<file path="src/rtl/run_sequencer.sv">
`default_nettype none
// ============================================================================
//  Module   : run_sequencer
//  Purpose  : Host-side run controller for the single-cycle CPU core. For each
//             program it holds the core in reset, presents the program's
//             start PC, releases the core, waits for done and counts the
//             execution cycles. Runs one selected program or all three in
//             order (0 = 3-way multiply, 1 = pattern search, 2 = min pair
//             distance).
//  Ports    :
//    clk           in   system clock, rising edge
//    reset_n       in   asynchronous active-low reset
//    start         in   one-cycle start pulse, honoured only when idle
//    run_all       in   with start: run programs 0,1,2 in succession
//    prog_sel      in   with start (run_all=0): program to run, 3 illegal
//    core_done     in   core done level, meaningful only while running
//    core_reset    out  active-high reset to the core
//    core_start_pc out  start PC presented to the core
//    busy          out  high whenever not idle
//    run_done      out  one-cycle pulse per completed program
//    cur_prog      out  program currently or last run
//    cycle_count   out  run cycles of the current/last program
//    timeout       out  sticky watchdog abort flag
//    prog_err      out  one-cycle pulse on an illegal program select
//  Revision : 1.0 - initial release
// ============================================================================
module run_sequencer #(
    parameter int                PC_W       = 8,
    parameter int                CYC_W      = 16,
    parameter int                RST_CYCLES = 2,
    parameter int unsigned       TIMEOUT    = 32'h0000_FFFF,
    parameter logic [PC_W-1:0]   PROG0_PC   = 8'h00,
    parameter logic [PC_W-1:0]   PROG1_PC   = 8'h40,
    parameter logic [PC_W-1:0]   PROG2_PC   = 8'h80
) (
    input  logic               clk,
    input  logic               reset_n,
    input  logic               start,
    input  logic               run_all,
    input  logic [1:0]         prog_sel,
    input  logic               core_done,
    output logic               core_reset,
    output logic [PC_W-1:0]    core_start_pc,
    output logic               busy,
    output logic               run_done,
    output logic [1:0]         cur_prog,
    output logic [CYC_W-1:0]   cycle_count,
    output logic               timeout,
    output logic               prog_err
);

    localparam logic [1:0] c_IDLE = 2'd0;
    localparam logic [1:0] c_HOLD = 2'd1;
    localparam logic [1:0] c_RUN  = 2'd2;
    localparam logic [1:0] c_NEXT = 2'd3;

    localparam int                   c_HOLD_W    = (RST_CYCLES > 1) ? $clog2(RST_CYCLES) : 1;
    localparam logic [c_HOLD_W-1:0]  c_HOLD_LAST = c_HOLD_W'(RST_CYCLES - 1);
    localparam logic [CYC_W-1:0]     c_TIMEOUT   = CYC_W'(TIMEOUT);
    localparam logic [CYC_W-1:0]     c_CNT_MAX   = '1;

    logic [1:0]          r_state;
    logic [1:0]          w_state_nxt;
    logic [c_HOLD_W-1:0] r_hold_cnt;
    logic                r_all;
    logic                w_all_nxt;
    logic [1:0]          w_prog_nxt;
    logic [CYC_W-1:0]    w_cnt_inc;
    logic [CYC_W-1:0]    w_cnt_nxt;
    logic                w_timeout_nxt;
    logic                w_illegal;
    logic                w_hold_entry;

    function automatic logic [PC_W-1:0] prog_pc(input logic [1:0] p);
        case (p)
            2'd0:    prog_pc = PROG0_PC;
            2'd1:    prog_pc = PROG1_PC;
            default: prog_pc = PROG2_PC;
        endcase
    endfunction

    // Saturating increment of the run-cycle counter.
    assign w_cnt_inc = (cycle_count == c_CNT_MAX) ? cycle_count : cycle_count + CYC_W'(1);

    always_comb begin
        w_state_nxt   = r_state;
        w_all_nxt     = r_all;
        w_prog_nxt    = cur_prog;
        w_cnt_nxt     = cycle_count;
        w_timeout_nxt = timeout;
        w_illegal     = 1'b0;
        case (r_state)
            c_IDLE: begin
                if (start) begin
                    if (run_all) begin
                        w_prog_nxt    = 2'd0;
                        w_all_nxt     = 1'b1;
                        w_cnt_nxt     = '0;
                        w_timeout_nxt = 1'b0;
                        w_state_nxt   = c_HOLD;
                    end else if (prog_sel == 2'd3) begin
                        w_illegal     = 1'b1;
                    end else begin
                        w_prog_nxt    = prog_sel;
                        w_all_nxt     = 1'b0;
                        w_cnt_nxt     = '0;
                        w_timeout_nxt = 1'b0;
                        w_state_nxt   = c_HOLD;
                    end
                end
            end
            c_HOLD: begin
                if (r_hold_cnt == c_HOLD_LAST) begin
                    w_state_nxt = c_RUN;
                end
            end
            c_RUN: begin
                // Done wins over the watchdog; the done cycle is not counted.
                if (core_done) begin
                    w_state_nxt = c_NEXT;
                end else begin
                    w_cnt_nxt = w_cnt_inc;
                    if (w_cnt_inc >= c_TIMEOUT) begin
                        w_timeout_nxt = 1'b1;
                        w_all_nxt     = 1'b0;
                        w_state_nxt   = c_IDLE;
                    end
                end
            end
            default: begin // c_NEXT
                if (r_all && (cur_prog < 2'd2)) begin
                    w_prog_nxt  = cur_prog + 2'd1;
                    w_cnt_nxt   = '0;
                    w_state_nxt = c_HOLD;
                end else begin
                    w_all_nxt   = 1'b0;
                    w_state_nxt = c_IDLE;
                end
            end
        endcase
    end

    assign w_hold_entry = (w_state_nxt == c_HOLD) && (r_state != c_HOLD);

    // Outputs are registered from the next-state decode so that they line up
    // exactly with the state they describe (core_reset low only in RUN, etc.).
    always_ff @(posedge clk or negedge reset_n) begin
        if (!reset_n) begin
            r_state       <= c_IDLE;
            r_hold_cnt    <= '0;
            r_all         <= 1'b0;
            core_reset    <= 1'b1;
            core_start_pc <= PROG0_PC;
            busy          <= 1'b0;
            run_done      <= 1'b0;
            cur_prog      <= 2'd0;
            cycle_count   <= '0;
            timeout       <= 1'b0;
            prog_err      <= 1'b0;
        end else begin
            r_state     <= w_state_nxt;
            r_all       <= w_all_nxt;
            cur_prog    <= w_prog_nxt;
            cycle_count <= w_cnt_nxt;
            timeout     <= w_timeout_nxt;
            prog_err    <= w_illegal;
            core_reset  <= (w_state_nxt != c_RUN);
            busy        <= (w_state_nxt != c_IDLE);
            run_done    <= (w_state_nxt == c_NEXT);

            if (w_hold_entry) begin
                r_hold_cnt    <= '0;
                core_start_pc <= prog_pc(w_prog_nxt);
            end else if (r_state == c_HOLD) begin
                r_hold_cnt    <= r_hold_cnt + c_HOLD_W'(1);
            end
        end
    end

endmodule
`default_nettype wire

</file>
<file path="config.mk">
export PLATFORM = sky130hd
export DESIGN_NAME = run_sequencer
export DESIGN_NICKNAME = d
export VERILOG_FILES = /design/src/rtl/run_sequencer.sv
export SDC_FILE = /design/constraint.sdc
export NUM_CORES = 1
export LEC_CHECK = 0
export ABC_AREA = 1
export BUFFER_PORTS_ARGS = -buffer_cell sky130_fd_sc_hd__buf_2
export CORE_MARGIN = 2
export CORE_UTILIZATION = 60
export DETAILED_ROUTE_END_ITERATION = 10
export GPL_TIMING_DRIVEN = 1
export HOLD_SLACK_MARGIN = 0.15
export PLACE_DENSITY = 0.94
export REMOVE_ABC_BUFFERS = 1
export SYNTH_ARGS = -nofsm -noshare
export SYNTH_HDL_FRONTEND = slang
export SYNTH_SLANG_ARGS = --single-unit
</file>
<file path="constraint.sdc">
create_clock -name clk -period 4.5 [get_ports clk]
set_input_delay 0.45 -clock clk [delete_from_list [all_inputs] [get_ports clk]]
set_output_delay 0.45 -clock clk [all_outputs]
set_load 0.02 [all_outputs]
</file>
======== After elaboration in Yosys (flattened, before gate mapping) ========
Cells that the tools add are included.
storage, ports and cells
  logic and storage cells ................. 82
  memories kept ........................... 0
  bits in writable memories ............... 0
  input bits .............................. 7
  ROM bits ................................ 0
  bits in latches ......................... 0
  output and inout bits ................... 31
  register bits ........................... 35
cells by class
  bitwise logic cells ..................... 1
  magnitude comparators ................... 2
  mux-type cells .......................... 39
  div/mod/pow operators ................... 0
  $add $sub $neg .......................... 3
  shift-type cells ........................ 0
  equality and inequality tests ........... 14
  $mul .................................... 0
  reductions and logical operators ........ 12
operators with widths
  operator                                            number
  two-way mux 16 bit                                  6
  one-hot mux 16 bit (3 select lines)                 1
  two-way mux 2 bit                                   10
  two-way mux 1 bit                                   17
  adder 16 x 1 -> 16 bit (second input constant)      1
  == test 16 bit (second input constant)              1
  >= comparator 16 bit (second input constant)        1
  one-hot mux 8 bit (2 select lines)                  1
  AND reduction 5 bit                                 2
  != test 2 bit (second input constant)               4
  == test 2 x 1 -> 1 bit (second input constant)      3
  == test 2 bit (second input constant)               3
  one-hot mux 2 bit (3 select lines)                  1
  AND reduction 6 bit                                 1
  nonzero test 2 bit                                  3
  logical NOT 2 bit                                   2
  one-hot mux 2 bit (2 select lines)                  1
  != test 3 x 1 -> 1 bit (second input constant)      1
  != test 3 bit (second input constant)               1
  one-hot mux 1 bit (3 select lines)                  1
  nonzero test 3 bit                                  1
  adder 2 x 1 -> 2 bit (second input constant)        1
  logical AND 1 bit                                   2
  less-than comparator 2 bit (second input constant)  1
  5 further kinds                                     5

======== Depth between registers and ports, before layout ========
  depth after elaboration ................. 9
  depth in mapped cells ................... 16
  depth with buffers taken out ............ 16

======== Worst setup path after synthesis ========
Ideal clock, no wire load.
  path kind ............................... reg2reg
  start point ............................. reg cycle_count[1]
  end point ............................... reg r_hold_cnt
  data required time ...................... 4.380 ns
  library setup time ...................... 0.120 ns
  cell stages (with the launch flop) ...... 17
  path buffers ............................ 0
  path slack .............................. 2.404 ns
  clock period less this slack ............ 2.096 ns
  arrival time ............................ 1.976 ns
  path through ............................ dfrtp_1 ha_1 nand2_2 nor2_2 nand2_2 inv_2 nor2_1 o21ai_2 nand2_1 nor2_1 nand3_1 nand2_1 nand2_2 nand2_4 inv_2 o21ai_1 nand2_1
between the ends
  cells in the longest elaborated chain, start to end .. 9
  elaborated cells between the ends (all ways) .. 11
  classes of those cells .................. add/sub (1); order compare (1); eq/ne (2); mux (5); reduce/logical (2)
ends and longest elaborated chain
  element                                                   line  RTL
  start, declared                                           47    output logic [CYC_W-1:0] cycle_count,
  start signal, assigned                                    164   cycle_count <= w_cnt_nxt;
  adder 16 x 1 -> 16 bit or == test 16 bit (tied branches)  83    assign w_cnt_inc = (cycle_count == c_CNT_MAX) ? cycle_count : cycle_count + CYC_W'(1);
  two-way mux 16 bit *                                      83
  >= comparator 16 bit *                                    123   if (w_cnt_inc >= c_TIMEOUT) begin
  two-way mux 2 bit *                                       123
  two-way mux 2 bit *                                       119   if (core_done) begin
  one-hot mux 2 bit (3 select lines) *                      92    case (r_state)
  net w_state_nxt[1]                                        63    logic [1:0] w_state_nxt;
  == test 2 x 1 -> 1 bit *                                  143   assign w_hold_entry = (w_state_nxt == c_HOLD) && (r_state != c_HOLD);
  logical AND 1 bit *                                       143
  two-way mux 1 bit or nonzero test 2 bit (tied branches)   n/a
  end signal, assigned                                      175   r_hold_cnt <= r_hold_cnt + c_HOLD_W'(1);
  end, declared                                             64    logic [c_HOLD_W-1:0] r_hold_cnt;
The timed path passes the listed nets; every way through them passes the cells marked *.
A chain may end at the register's enable or synchronous reset.

======== Worst setup path after layout ========
  start point ............................. reg r_state[0]
  end point ............................... reg cycle_count[5]
between the ends
  cells in the longest elaborated chain, start to end .. 3
  elaborated cells between the ends (all ways) .. 10
  classes of those cells .................. eq/ne (5); mux (1); bitwise (1); reduce/logical (3)
ends and longest elaborated chain
  element                                                 line  RTL
  start, declared                                         62    logic [1:0] r_state;
  start signal, assigned                                  149   r_state <= c_IDLE;
  start signal, assigned                                  161   r_state <= w_state_nxt;
  == test 2 bit (tied with other cells)                   92
  != test 2 bit (no source line) (tied with other cells)  n/a
  AND reduction 5 bit (no source line)                    n/a
Several ways; a longest one is shown, not always the timed one.

==> summary.log <==
INFO  clocking       clock_tree_from_tritoncts=done
INFO  power_and_ir_drop vdd_ir_drop_max=339uV
INFO  clocking       clock_latency_reported_for_the_late_side_of_the_worst_skew_pair=0.33ns
INFO  layout         layout-area-overhead-vs-synth=12.5%
INFO  route          route.antenna.remaining_nets=0
INFO  placed_design  post-dp-hpwl=3.46mm
INFO  sta            setup-violations-final=0
INFO  worst_setup_path setup.worst_path.class=flip-flop to flip-flop
INFO  route          route.detailed.drc=0
INFO  sta            report.final.hold_viol_count=0
INFO  layout         final.fill_count=264
INFO  grt            largest_net_degree_at_the_start_of_global_routing=30
INFO  clocking       worst_setup_hold_path_clk_slew=0.10ns
INFO  clocking       ctsResizeCount=0
INFO  worst_setup_path critPathArrivalTime=3.09ns
INFO  yosys          synth.lib_cells_used.distinct=31
INFO  grt            groute.usage.overall=0.274
INFO  grt            global_route_wire_length_before_repair=7.62mm
INFO  yosys          synth_cells=288
INFO  layout         most_frequent_cells_in_the_layout=sky130_fd_sc_hd__nand2_1 (71), sky130_fd_sc_hd__inv_1 (38), sky130_fd_sc_hd__buf_2 (31), sky130_fd_sc_hd__nor2_1 (29), sky130_fd_sc_hd__dfrtp_1 (28)
INFO  floorplan      floorplan.die_area=0.00382sqmm
INFO  power_and_ir_drop power=979uW
INFO  route          vias=1986
INFO  sta            grt_setup_unrepaired=no
INFO  grt            grt_overflow_total=0
INFO  power_and_ir_drop clock_power_share=0.185
INFO  sta            relSlewSlack=0.522
INFO  power_and_ir_drop leak_pwr=1.15nW
INFO  layout         final_layout_size_suffix_gt1_frac=0.204
INFO  floorplan      top_level_ports=38
INFO  sta            worst_clock_skew=0.0173ns
INFO  route          drt_pre_antenna_iters=5
INFO  clocking       clkSinkCount=29
INFO  yosys          post_synth_mux_area_share=0
INFO  worst_setup_path cp_slowest_stage_delay=0.62ns
INFO  yosys          netlist_area_pre_place=0.00200sqmm
INFO  power_and_ir_drop pwr_density_cell=435mW/mm^2
INFO  clocking       cts.root.buffer_cell=sky130_fd_sc_hd__clkbuf_4
INFO  clocking       cts-buffers-inserted=5
INFO  power_and_ir_drop power.switching_fraction=0.444
INFO  clocking       cts.repair_timing.setup_buffer_count=0
INFO  power_and_ir_drop netSwitchingPower=435uW
INFO  layout         summed_area_of_non_filler_cells_in_the_final_layout=0.00225sqmm
INFO  grt            antenna_found_initial=0
INFO  layout         final-seq-area=727squm
INFO  floorplan      core_region_area=0.00310sqmm
INFO  sta            clock.fmax=354MHz
INFO  clocking       cts.hold.buffers_added=0
INFO  sta            fin_setup_tns=0ns
INFO  yosys          largest_family_of_logic_cells_by_synthesized_area=simple AND/OR/NAND/NOR gates
INFO  sta            worst_setup_slack_after_layout=1.68ns
INFO  placed_design  placed_cell_area=0.00218sqmm
INFO  grt            vias_in_the_first_global_route=1810
INFO  worst_setup_path crit_path_start_kind=flip-flop
INFO  yosys          synth_area_in_compound_gates=0.127
INFO  route          viasPerCell=5.40
INFO  worst_setup_path timing.critical_path.cells=inv_1 > ha_1 > inv_1 > nand2_1 > nor2_1 > a211oi_2 > buf_4 > nand2_1 > a21oi_1 > o21bai_1
INFO  clocking       clock_path_buffers=2
INFO  power_and_ir_drop power.share.sequential=0.353
INFO  placed_design  dp_worst_setup_slack=1.72ns
INFO  worst_setup_path critical_path_endpoint_category=flip-flop
INFO  floorplan      initial_utilization=0.646
INFO  worst_setup_path crit_fanout=15
INFO  worst_setup_path critical_path_slowest_stage_cell=sky130_fd_sc_hd__a211oi_2
INFO  placed_design  finalWeightedCongestion=0.883
INFO  sta            slew_viol_final=0
INFO  route          drt_initial_violations=178
INFO  floorplan      floorplan.die.height=61.8microns
INFO  layout         commonest_non_fill_non_tap_cell_in_the_layout=sky130_fd_sc_hd__nand2_1
INFO  sta            tightest_slew=0.715ns
INFO  min_path       timing.hold.worst.class=input port to async pin
INFO  sta            post-route-min-period=2.82ns
INFO  yosys          yosys_warnings=0
INFO  yosys          yosys.area_share.adder=0.0312
INFO  yosys          total_of_flip_flops_plus_latches_after_synthesis=29
INFO  route          routed_wl=4.40mm
INFO  status         run_status=finished clean
INFO  yosys          syn_avg_cell_area=6.96squm
INFO  placed_design  port_buffers=31
INFO  floorplan      number_of_rows_in_the_core_area=20
INFO  route          avgRoutedWirePerCell=11.9microns
INFO  layout         layout.nets=335
INFO  layout         ant_cells=0
INFO  yosys          synthSimpleGateAreaFrac=0.359
INFO  yosys          synthXorXnorAreaFrac=0.00874
INFO  floorplan      chipWidth=61.8microns
INFO  flow_run       maxCapViolations=0
INFO  worst_setup_path timing.critical_path.required=4.77ns
INFO  power_and_ir_drop power.share.combinational=0.462
INFO  power_and_ir_drop cell_internal_power=545uW
INFO  layout         area_of_the_multi_input_gates=0.00108sqmm
INFO  sta            period_share=0.627
INFO  clocking       ctsHtreeMaxLevel=2
INFO  yosys          yosysSeqAreaShare=0.363
logic make-up (layout without fill, tap and decap cells):
logic type | count (synthesis) | count (layout)
other | 1 | 6
AO/OA/AOI/OAI | 44 | 44
adder cells (fa/ha/maj) | 5 | 5
flip-flops | 29 | 29
XOR/XNOR | 2 | 2
AND/OR/NAND/NOR | 155 | 155
buffers and inverters | 52 | 83
per-layer routing:
layer	wire, microns	global-route usage	vias to the layer above
met1	1860	0.341	907
met4	73	0.100	0
met5	0	0	-
met2	2180	0.466	73
met3	284	0.0621	12
li1	-	-	994
cell type report:
class | count | share of cell area
clock buffers | 7 | 0.0289
clock inverters | 1 | 0.00222
inverters | 43 | 0.0716
multi-input cells | 212 | 0.478
flip-flops and latches | 29 | 0.323
well taps | 44 | 0.0244
repair buffers | 32 | 0.0722
power by group through the flow:
| stage | Sequential (mW) | Combinational [mW] | Clock (mW) |
|---|---|---|---|
| final | 0.346 | 0.452 | 0.181 |
| after global routing | 0.351 | 0.512 | 0.198 |
| after CTS | 0.345 | 0.452 | 0.184 |
| after detailed placement | 0.351 | 0.450 | 0 |
| after global placement | 0.350 | 0.436 | 0 |
| after floorplan | 0.389 | 0.290 | 0 |
through the flow:
stage | util | instances | hold slack [ns]
after floorplan | - | 284 | 0.154
after global placement | 0.704 | 360 | 0.457
after detailed placement | 0.704 | 360 | 0.460
after CTS | 0.726 | 368 | 0.151
after global routing | 0.726 | 368 | 0.186
final | 0.726 | 368 | 0.130
critical path: cells and delay by family, from the launching register on:
kind,cells,cell delay (ns)
adders and majority gates,1,0.50
AOI/OAI and AO/OA,3,0.91
DFF,1,0.44
buffers and inverters,3,0.56
and+or+nand+nor,3,0.35
worst paths after layout:
kind                       slack [ns]  cells past startpoint                           end                         start
max reg2reg                      1.68                     10    cycle_count[5]$_DFFE_PN0P_          r_state[0]$_DFF_PN0_
min                              0.13                      1    cycle_count[3]$_DFFE_PN0P_                       reset_n
max                              1.68                     10    cycle_count[5]$_DFFE_PN0P_          r_state[0]$_DFF_PN0_
min in group clk                 0.39                      3             r_all$_DFFE_PN0P_                       run_all
max in group asynchronous        3.95                      1    cycle_count[2]$_DFFE_PN0P_                       reset_n
min reg2reg                      0.48                      2  core_start_pc[7]$_DFFE_PN0P_  core_start_pc[7]$_DFFE_PN0P_
synthesized netlist by cell type, drive strengths merged:
library cell  instances  area, sq um
or2                   1         6.26
xor2                  2         17.5
o211ai                1         7.51
dfrtp                28          701
clkbuf                3         11.3
o21ai                25          129
o22ai                 5         31.3
dfstp                 1         26.3
o21a                  1         7.51
nor3                  1         5.00
a211oi                1         12.5
nand2                78          320
a21oi                 8         43.8
a2bb2oi               1         8.76
conb                  1         3.75
inv                  43          161
nand4                11         68.8
nand3                27          140
nor2                 37          179
o21bai                2         15.0
buf                   6         45.0
ha                    5         62.6
registers in the layout (all words and copies together) (netlist names):
signal         count
busy               1
core_reset         1
core_start_pc      2
cur_prog           2
cycle_count       16
prog_err           1
r_all              1
r_hold_cnt         1
r_state            2
run_done           1
timeout            1
Power figures use the tool's default switching activity.
